## src/rtl/div_detect_pkg.sv

```systemverilog
// div_detect_pkg: FSM state type and default sizing shared by the divided-clock detector
package div_detect_pkg;
    typedef enum logic [1:0] {IDLE, HIGH, LOW} state_t;
    localparam int CNT_W_DEF  = 8;
    localparam int LOCK_N_DEF = 4;
endpackage

```

## src/rtl/div_detect_if.sv

```systemverilog
// div_detect_if: divided clock in, measurement results out
interface div_detect_if
    import div_detect_pkg::*;
#(
    parameter int CNT_W = CNT_W_DEF
);
    logic             clk_div;
    logic             meas_vld;
    logic [CNT_W:0]   period;
    logic [CNT_W-1:0] high_time;
    logic [CNT_W-1:0] low_time;
    logic             duty_ok;
    logic             locked;
    logic             timeout;
    modport master (output clk_div, input meas_vld, period, high_time, low_time, duty_ok, locked, timeout);
    modport slave  (input clk_div, output meas_vld, period, high_time, low_time, duty_ok, locked, timeout);
endinterface

```

## src/rtl/div_edge_sync.sv

```systemverilog
// div_edge_sync: samples clk_div (2-flop synchronizer first when DIV_DETECT_SYNC_EN is defined) and flags its edges
module div_edge_sync (
    input  logic clk_in,
    input  logic rst,
    input  logic d_i,
    output logic rise_o,
    output logic fall_o
);
    logic s_q, prev_q, in_w;
`ifdef DIV_DETECT_SYNC_EN
    logic [1:0] sync_q;
    // Two-flop synchronizer for a clk_div source asynchronous to clk_in
    always_ff @(posedge clk_in) begin
        if (!rst) sync_q <= '0;
        else      sync_q <= {sync_q[0], d_i};
    end
    assign in_w = sync_q[1];
`else
    assign in_w = d_i;
`endif
    // Current sample s and previous sample s_d of the divided clock
    always_ff @(posedge clk_in) begin
        if (!rst) begin
            s_q    <= 1'b0;
            prev_q <= 1'b0;
        end else begin
            s_q    <= in_w;
            prev_q <= s_q;
        end
    end
    assign rise_o = s_q & ~prev_q;
    assign fall_o = ~s_q & prev_q;
endmodule

```

## src/rtl/div_detect.sv

```systemverilog
// div_detect: measures period, high/low time and duty balance of clk_div, tracks lock and stuck phases (option DIV_DETECT_SYNC_EN)
module div_detect
    import div_detect_pkg::*;
#(
    parameter int CNT_W  = CNT_W_DEF,
    parameter int LOCK_N = LOCK_N_DEF
) (
    input  logic        clk_in,
    input  logic        rst,
    div_detect_if.slave bus
);
    localparam int MW = $clog2(LOCK_N + 1);
    // A phase counter at this value with no edge would reach the all-ones limit next cycle
    localparam logic [CNT_W-1:0] LIM = ~CNT_W'(1);

    state_t           state_q, state_d;
    logic [CNT_W-1:0] hi_q, hi_d, lo_q, lo_d, high_q, high_d, low_q, low_d;
    logic [CNT_W:0]   period_q, period_d, sum_w;
    logic [MW-1:0]    match_q, match_d;
    logic             duty_q, duty_d, locked_q, locked_d, vld_q, vld_d, to_q, to_d;
    logic             rise_w, fall_w;

    div_edge_sync u_sync (
        .clk_in (clk_in),
        .rst    (rst),
        .d_i    (bus.clk_div),
        .rise_o (rise_w),
        .fall_o (fall_w)
    );

    assign sum_w = {1'b0, hi_q} + {1'b0, lo_q};

    // Phase FSM: count high/low lengths, publish a measurement on each rise out of LOW, bail to IDLE on a stuck phase
    always_comb begin
        state_d  = state_q;
        hi_d     = hi_q;
        lo_d     = lo_q;
        period_d = period_q;
        high_d   = high_q;
        low_d    = low_q;
        duty_d   = duty_q;
        match_d  = match_q;
        locked_d = locked_q;
        vld_d    = 1'b0;
        to_d     = 1'b0;
        case (state_q)
            IDLE: begin
                if (rise_w) begin
                    state_d = HIGH;
                    hi_d    = CNT_W'(1);
                    lo_d    = '0;
                end
            end
            HIGH: begin
                if (fall_w) begin
                    state_d = LOW;
                    lo_d    = CNT_W'(1);
                end else if (hi_q == LIM) begin
                    state_d  = IDLE;
                    to_d     = 1'b1;
                    hi_d     = '0;
                    lo_d     = '0;
                    match_d  = '0;
                    locked_d = 1'b0;
                end else begin
                    hi_d = hi_q + 1'b1;
                end
            end
            LOW: begin
                if (rise_w) begin
                    state_d  = HIGH;
                    period_d = sum_w;
                    high_d   = hi_q;
                    low_d    = lo_q;
                    duty_d   = (hi_q == lo_q);
                    vld_d    = 1'b1;
                    match_d  = (sum_w != period_q) ? MW'(1) :
                               (match_q >= MW'(LOCK_N)) ? match_q : match_q + 1'b1;
                    locked_d = (match_d >= MW'(LOCK_N));
                    hi_d     = CNT_W'(1);
                    lo_d     = '0;
                end else if (lo_q == LIM) begin
                    state_d  = IDLE;
                    to_d     = 1'b1;
                    hi_d     = '0;
                    lo_d     = '0;
                    match_d  = '0;
                    locked_d = 1'b0;
                end else begin
                    lo_d = lo_q + 1'b1;
                end
            end
            default: state_d = IDLE;
        endcase
    end

    // State, counters and registered outputs
    always_ff @(posedge clk_in) begin
        if (!rst) begin
            state_q  <= IDLE;
            hi_q     <= '0;
            lo_q     <= '0;
            period_q <= '0;
            high_q   <= '0;
            low_q    <= '0;
            duty_q   <= 1'b0;
            match_q  <= '0;
            locked_q <= 1'b0;
            vld_q    <= 1'b0;
            to_q     <= 1'b0;
        end else begin
            state_q  <= state_d;
            hi_q     <= hi_d;
            lo_q     <= lo_d;
            period_q <= period_d;
            high_q   <= high_d;
            low_q    <= low_d;
            duty_q   <= duty_d;
            match_q  <= match_d;
            locked_q <= locked_d;
            vld_q    <= vld_d;
            to_q     <= to_d;
        end
    end

    assign bus.meas_vld  = vld_q;
    assign bus.period    = period_q;
    assign bus.high_time = high_q;
    assign bus.low_time  = low_q;
    assign bus.duty_ok   = duty_q;
    assign bus.locked    = locked_q;
    assign bus.timeout   = to_q;
endmodule

```

## src/flat_wrapper.sv

```systemverilog
// flat-port wrapper written by rule: the top's interface ports become plain ports
module div_detect_flat import div_detect_pkg::*;
#(
    parameter int CNT_W  = CNT_W_DEF,
    parameter int LOCK_N = LOCK_N_DEF
)
  (clk_in, rst, bus_clk_div, bus_meas_vld, bus_period, bus_high_time, bus_low_time, bus_duty_ok, bus_locked, bus_timeout);
  div_detect_if #(.CNT_W(CNT_W)) bus_i ();
  input  logic clk_in;
  input  logic rst;
  input wire logic [$bits(bus_i.clk_div)-1:0] bus_clk_div;
  output wire logic [$bits(bus_i.meas_vld)-1:0] bus_meas_vld;
  output wire logic [$bits(bus_i.period)-1:0] bus_period;
  output wire logic [$bits(bus_i.high_time)-1:0] bus_high_time;
  output wire logic [$bits(bus_i.low_time)-1:0] bus_low_time;
  output wire logic [$bits(bus_i.duty_ok)-1:0] bus_duty_ok;
  output wire logic [$bits(bus_i.locked)-1:0] bus_locked;
  output wire logic [$bits(bus_i.timeout)-1:0] bus_timeout;
  assign bus_i.clk_div = bus_clk_div;
  assign bus_meas_vld = bus_i.meas_vld;
  assign bus_period = bus_i.period;
  assign bus_high_time = bus_i.high_time;
  assign bus_low_time = bus_i.low_time;
  assign bus_duty_ok = bus_i.duty_ok;
  assign bus_locked = bus_i.locked;
  assign bus_timeout = bus_i.timeout;
  div_detect #(.CNT_W(CNT_W), .LOCK_N(LOCK_N)) u_core (.clk_in(clk_in), .rst(rst), .bus(bus_i));
endmodule
```

## config.mk

```make
export PLATFORM = sky130hd
export DESIGN_NAME = div_detect_flat
export DESIGN_NICKNAME = d
export VERILOG_FILES = /design/src/rtl/div_detect_pkg.sv /design/src/rtl/div_detect_if.sv /design/src/rtl/div_edge_sync.sv /design/src/rtl/div_detect.sv /design/src/flat_wrapper.sv
export SDC_FILE = /design/constraint.sdc
export NUM_CORES = 1
export LEC_CHECK = 0
export BUFFER_PORTS_ARGS = -buffer_cell sky130_fd_sc_hd__buf_2
export CAP_MARGIN = 20
export CORE_MARGIN = 1
export CORE_UTILIZATION = 45
export CTS_CLUSTER_SIZE = 24
export DETAILED_ROUTE_END_ITERATION = 10
export PLACE_DENSITY_LB_ADDON = 0.08
export SKIP_CTS_REPAIR_TIMING = 1
export SYNTH_ARGS = -nofsm -noshare
export SYNTH_HDL_FRONTEND = slang
export SYNTH_SLANG_ARGS = --single-unit
```

## constraint.sdc

```tcl
create_clock -name clk_in -period 3.6 [get_ports clk_in]
set_input_delay 0.72 -clock clk_in [delete_from_list [all_inputs] [get_ports clk_in]]
set_output_delay 0.72 -clock clk_in [all_outputs]
set_load 0.02 [all_outputs]
```

==> flow_summary_export.csv, run 1 <==
group,metric,value,unit
sta,worst_pin_slew,0.9734,ns
yosys,synthFlopType,"dfxtp_1",
yosys,netlist_top_cells_count,"nand2_1 (57), dfxtp_1 (51), nor2_1 (23), a21boi_0 (19), ha_1 (18)",
yosys,synth.distinct_cells,59,
sta,period_minus_slack,2.681,ns
clock_network,clock-sinks,51,
final_layout,fin_nets,381,
placed_design,io_buffers,31,
clock_network,cts_tree,"done",
setup_path,r2r_end,"u_core.match_q[0]",
global_route,grt_pass1_vias,2142,
routing,m1WireLength,3.098,mm
routing,firstDrtPassIters,5,
routing,top_layer,"met4",
sta,relSlewSlack,0.3495,
clock_network,clk_path_buf_depth,2,
die,core.rowCount,29,
yosys,yosys_warnings,0,
routing,vias,2391,
clock_network,worst_skew_pair.late_latency,0.31,ns
yosys,yosys_register_bits,51,
yosys,yosysMostFrequentCell,"nand2_1",
run,drv_cap,0,
sta,hold_viol,0,
hold_path,hold_depth,2,
clock_network,cts_root_buf,"clkbuf_8",
setup_path,critPathMaxFanout,9,
placed_design,gp_congestion,0.8445,
setup_path,crit_required,3.81,ns
sta,fin_skew,0.006026,ns
clock_network,cts_made_buffers,5,
routing,wl_per_cell,14.40,um
sta,finalSetupViolations,0,
global_route,antenna_found_initial,0,
routing,wirelength,6.293,mm
die,initial_core_util,0.4635,
yosys,netlist.area_leader.share,0.3489,
setup_path,end_kind,"flip-flop",
routing,wl_met3,173,um
sta,finalCritPeriodShare,0.7446,
global_route,grt_pass1_wl,10.22,mm
yosys,syn_avg_cell_area,8.762,um^2
yosys,synth_cells,334,
yosys,syn_nets,356,
die,die_height,82.65,um
routing,ant_nets,0,
setup_path,start_kind,"flip-flop",
sta,rsz0062_at_grt,"no",
hold_path,hp-class,"flip-flop to flip-flop",
routing,via_per_inst,5.471,
final_layout,layoutNonFillerInstCount,437,
final_layout,layout-drive-gt1-share,0.1583,
sta,fmax,373.1,MHz
yosys,synth_edf_count,0,
yosys,yosysTopAreaCell,"dfxtp_1",
setup_path,cp-endpoint,"u_core.match_q[0]",
yosys,synthTopCellsByArea,"dfxtp_1 (35%), ha_1 (7.7%), nand2_1 (7.3%), a21boi_0 (4.9%), xnor2_1 (3.9%)",
sta,finalSetupTns,0,ns
setup_path,cp.arrival,2.89,ns
routing,drc,0,
power_and_ir_drop,irDropWorstVdd,181.2,uV
routing,wl_met2,2.924,mm
clock_network,clkTransAtPathRegs,0.09,ns
die,die_w,82.65,um
placed_design,post-dp-hpwl,4.542,mm
die,coreArea,0.006314,mm^2
final_layout,area.growth.synth_to_final,9.106,%
placed_design,dpl_cell_area,0.003112,mm^2
global_route,grt_start_max_net_pins,39,
setup_path,reg2reg_slack,0.92,ns
global_route,grt_overflow_total,0,
global_route,track_usage,0.1986,
yosys,synth_area,0.002927,mm^2
die,dieArea,0.006830,mm^2
setup_path,reg2regPathDepth,9,
yosys,yosysSeqAreaShare,0.3489,
yosys,async_reset_ff_frac,0,
status,run_status,"completed",
power_and_ir_drop,p_leak,0.001364,uW
sta,slew_violations,0,
final_layout,antennaDiodeCount,0,
routing,drt_first_iter_violations,93,
setup_path,critPathLaunch,"u_core.hi_q[0]",
power_and_ir_drop,powerDensity,348.4,mW/mm^2
clock_network,htree_levels,2,
final_layout,finalInstanceArea,0.003193,mm^2
die,pin_count,32,
setup_path,worstReg2RegStart,"u_core.hi_q[0]",
placed_design,placedCellCount,429,
setup_path,crit_type,"flip-flop to flip-flop",
==> cells by family after synthesis <==
kind of cell               after synthesis  share of synthesized area
AOI/OAI and AO/OA                       68                     0.1702
adders and majority gates               19                    0.08380
buffers and inverters                   23                    0.03805
DFF                                     51                     0.3489
muxes                                    5                    0.01753
xor gates and xnor gates                27                    0.08551
and+or+nand+nor                        141                     0.2561
==> how the worst min path moves through the flow <==
| stage | start | end |
|---|---|---|
| global route | u_core.bus.low_time[2] | u_core.bus.low_time[2] |
| detailed placement | u_core.bus.high_time[6] | u_core.bus.high_time[6] |
| floorplan | u_core.match_q[1] | u_core.match_q[1] |
| CTS | u_core.bus.high_time[4] | u_core.bus.high_time[4] |
| global placement | u_core.bus.low_time[4] | u_core.bus.low_time[4] |
| finish | u_core.bus.high_time[2] | u_core.bus.high_time[2] |
==> metal layers <==
metal  up-vias  track usage
met4         0      0.05345
met5         -            0
met1      1126       0.2613
met2        41       0.3311
met3        10      0.03626
li1       1214            -
==> through the flow <==
step	power [uW]	hold WS (ns)	setup slack, ns	util
floorplan	760.2	0.4444	1.174	-
global placement	794.9	0.4516	1.022	0.4929
detailed placement	797.7	0.4547	0.9420	0.4929
CTS	1122	0.4674	0.9240	0.5057
global route	1169	0.4903	0.6657	0.5057
finish	1112	0.4641	0.9195	0.5057
==> cell usage in the layout, fill, tap and decap left out, types with 5 or more instances in the layout <==
master,count
nand2_1,57
dfxtp_1,51
buf_2,31
nor2_1,23
a21boi_0,19
ha_1,18
xor2_1,13
xnor2_1,13
o21ai_0,11
a21oi_1,11
and2_1,9
inv_1,8
nand4_1,8
nand3_1,7
and3_1,6
clkbuf_8,5
==> flip-flops by register name, indices dropped and copies added, names as in the netlist <==
name and flops:
u_core.lo_q 8, u_core.bus.duty_ok 1, u_core.bus.meas_vld 1, u_core.hi_q 8, u_core.bus.timeout 1, u_core.u_sync.prev_q 1
u_core.state_q 2, u_core.bus.high_time 8, u_core.match_q 2, u_core.bus.low_time 8, u_core.bus.locked 1, u_core.bus.period 9
u_core.u_sync.s_q 1
==> power by group <==
part,leakage (uW),total (uW),internal [uW],switching (uW)
Clock,0.0000422,327,137,190
Sequential,0.000412,599,576,23.8
Combinational,0.000910,186,75.0,111
Total,0.00136,1110,788,325
==> cell type report <==
cell class | instances | area, um^2
multi-input cells | 260 | 1794
repair buffers | 33 | 170.2
clock inverters | 1 | 5.005
well taps | 77 | 96.34
flip-flops and latches | 51 | 1021
inverters | 8 | 30.03
clock buffers | 7 | 76.32
fillers | 624 | 3120
==> worst max-delay path, cell delays in order, from the launching register on <==
cell       delay, ns
dfxtp_1         0.41
ha_1            0.26
fa_1            0.45
a21o_1          0.22
a21oi_1         0.26
xnor2_1         0.16
o2111ai_1       0.15
nor4_2          0.38
o211ai_1        0.14
o2bb2ai_1       0.14
No activity file was read; power rests on OpenSTA's default activity.
==> run 2, diff against run 1 <==
==> constraint.sdc (replaced) <==
create_clock -name clk_in -period 2.18 [get_ports clk_in]
set_input_delay 0.436 -clock clk_in [delete_from_list [all_inputs] [get_ports clk_in]]
set_output_delay 0.436 -clock clk_in [all_outputs]
set_load 0.02 [all_outputs]
==> flow_summary_export.csv, run 2 (synthesized netlist as in run 1, its figures left out) <==
group,metric,value,unit
setup_path,crit_family,"simple AND/OR/NAND/NOR gates",
sta,relSlewSlack,0.6967,
routing,ant_nets,0,
sta,period_minus_slack,2.284,ns
global_route,met2_usage,0.3582,
global_route,use_met3,0.02857,
global_route,grt_pass1_wl,10.64,mm
sta,fmax,437.8,MHz
die,initial_core_util,0.4635,
die,dieArea,0.006830,mm^2
final_layout,final_cell_mix,"nand2_1 (57), dfxtp_1 (48), buf_4 (44)",
clock_network,clk_path_buf_depth,2,
placed_design,io_buffers,31,
power_and_ir_drop,irDropWorstVdd,337.3,uV
power_and_ir_drop,p_leak,0.001618,uW
setup_path,critPathMaxFanout,2,
final_layout,area.growth.synth_to_final,24.11,%
final_layout,largest_reg_flops,9,
routing,drc,0,
sta,fin_ws,-0.1041,ns
setup_path,cp.arrival,2.53,ns
placed_design,post-dp-hpwl,5.099,mm
status,run_status,"complete, but fails checks",
die,die_height,82.65,um
setup_path,crit_type,"flip-flop to flip-flop",
routing,vias,2523,
sta,finalSetupViolations,3,
sta,finalCritPeriodShare,1.048,
setup_path,slowest_delay,0.36,ns
final_layout,fin_nets,425,
final_layout,layout-drive-gt1-share,0.2822,
run,drv_cap,0,
sta,rsz0062_at_grt,"yes",
die,core.rowCount,29,
hold_path,hp-class,"input pin to flip-flop",
routing,wirelength,6.723,mm
final_layout,postLayoutCoreUtil,0.5753,
setup_path,path_cells,"ha_4 > fa_2 > a21o_1 > and4_4 > or2_4 > xnor2_4 > nor4_4 > buf_4 > o2111ai_2 > nand2_1",
die,die_w,82.65,um
final_layout,final_common_cell,"nand2_1",
die,pin_count,32,
final_layout,finalInstanceArea,0.003632,mm^2
power_and_ir_drop,powerDensity,541.7,mW/mm^2
global_route,track_usage,0.2062,
clock_network,cts_root_buf,"clkbuf_8",
global_route,antenna_found_initial,0,
routing,firstDrtPassIters,4,
routing,wl_per_cell,13.98,um
setup_path,reg2regPathDepth,10,
setup_path,worst-path-buf-inv,1,
global_route,met1_usage,0.2640,
clock_network,clock-sinks,51,
hold_path,hold_depth,2,
clock_network,cts_tree,"done",
placed_design,gp_congestion,0.8240,
global_route,grt_overflow_total,0,
setup_path,crit_required,2.43,ns
final_layout,antennaDiodeCount,0,
routing,drt_first_iter_violations,81,
placed_design,dpl_cell_area,0.003463,mm^2
die,coreArea,0.006314,mm^2
global_route,grt_start_max_net_pins,26,
global_route,busiest_layer,"met2",
setup_path,slowest_stage,"dfxtp_4",
global_route,grt_pass1_vias,2249,
setup_path,worst-path-stages,10,
routing,via_per_inst,5.245,
sta,hold_viol,0,
sta,fin_skew,0.004336,ns
clock_network,htree_levels,2,
clock_network,clkTransAtPathRegs,0.09,ns
setup_path,start_kind,"flip-flop",
sta,worst_pin_slew,0.4538,ns
status,violations,"negative setup slack",
sta,slew_violations,0,
setup_path,end_kind,"flip-flop",
clock_network,cts_made_buffers,5,
clock_network,worst_skew_pair.late_latency,0.30,ns
-- run 2: cell types whose count changed in the layout (fill, tap and decap cells not counted), moves of 2 or more --
cell,before,now
xnor2_1,13,10
dfxtp_1,51,48
buf_4,2,44
o2111ai_2,0,2
xnor2_2,0,2
dfxtp_4,0,2
o2111ai_1,3,1
-- run 2: cell type report --
type	instances	area, um^2
Fill cell	612	2681
Multi-Input combinational cell	260	1876
Sequential cell	51	1030
Tap cell	77	96.34
Inverter	8	30.03
Timing Repair Buffer	77	516.7
Clock inverter	2	11.26
Clock buffer	6	72.57
-- run 2: where the power goes --
part           internal, uW  switching [uW]  total (uW)
Combinational           215             237         452
Sequential              952            21.3         973
Clock                   226             316         542
-- run 2: final timing paths --
kind | startpoint | endpoint | slack (ns)
hold / removal | bus_clk_div | u_core.u_sync.s_q | 0.34
hold reg to reg | u_core.bus.high_time[0] | u_core.bus.high_time[0] | 0.46
setup reg to reg | u_core.hi_q[0] | u_core.bus.locked | -0.10
setup / recovery | u_core.hi_q[0] | u_core.bus.locked | -0.10
-- run 2: per-layer routing --
layer  up-vias  share of wire  wire (um)
met5         -              0          0
met4         0          0.011         71
met1      1179           0.47       3147
met2        44           0.49       3293
li1       1294              -          -
met3         6          0.031        210
-- run 2: per-stage QoR --
step	worst slack, ns	instances	setup TNS [ns]	hold slack, ns	power, uW
global placement	-0.1573	470	-0.4552	0.4488	1397
floorplan	-0.1078	334	-0.1106	0.4444	1265
detailed placement	-0.1910	470	-0.5689	0.4544	1402
finish	-0.1041	481	-0.2836	0.3407	1968
CTS	-0.2184	478	-0.6432	0.3322	1948
global route	-0.2109	481	-0.6081	0.3259	2073
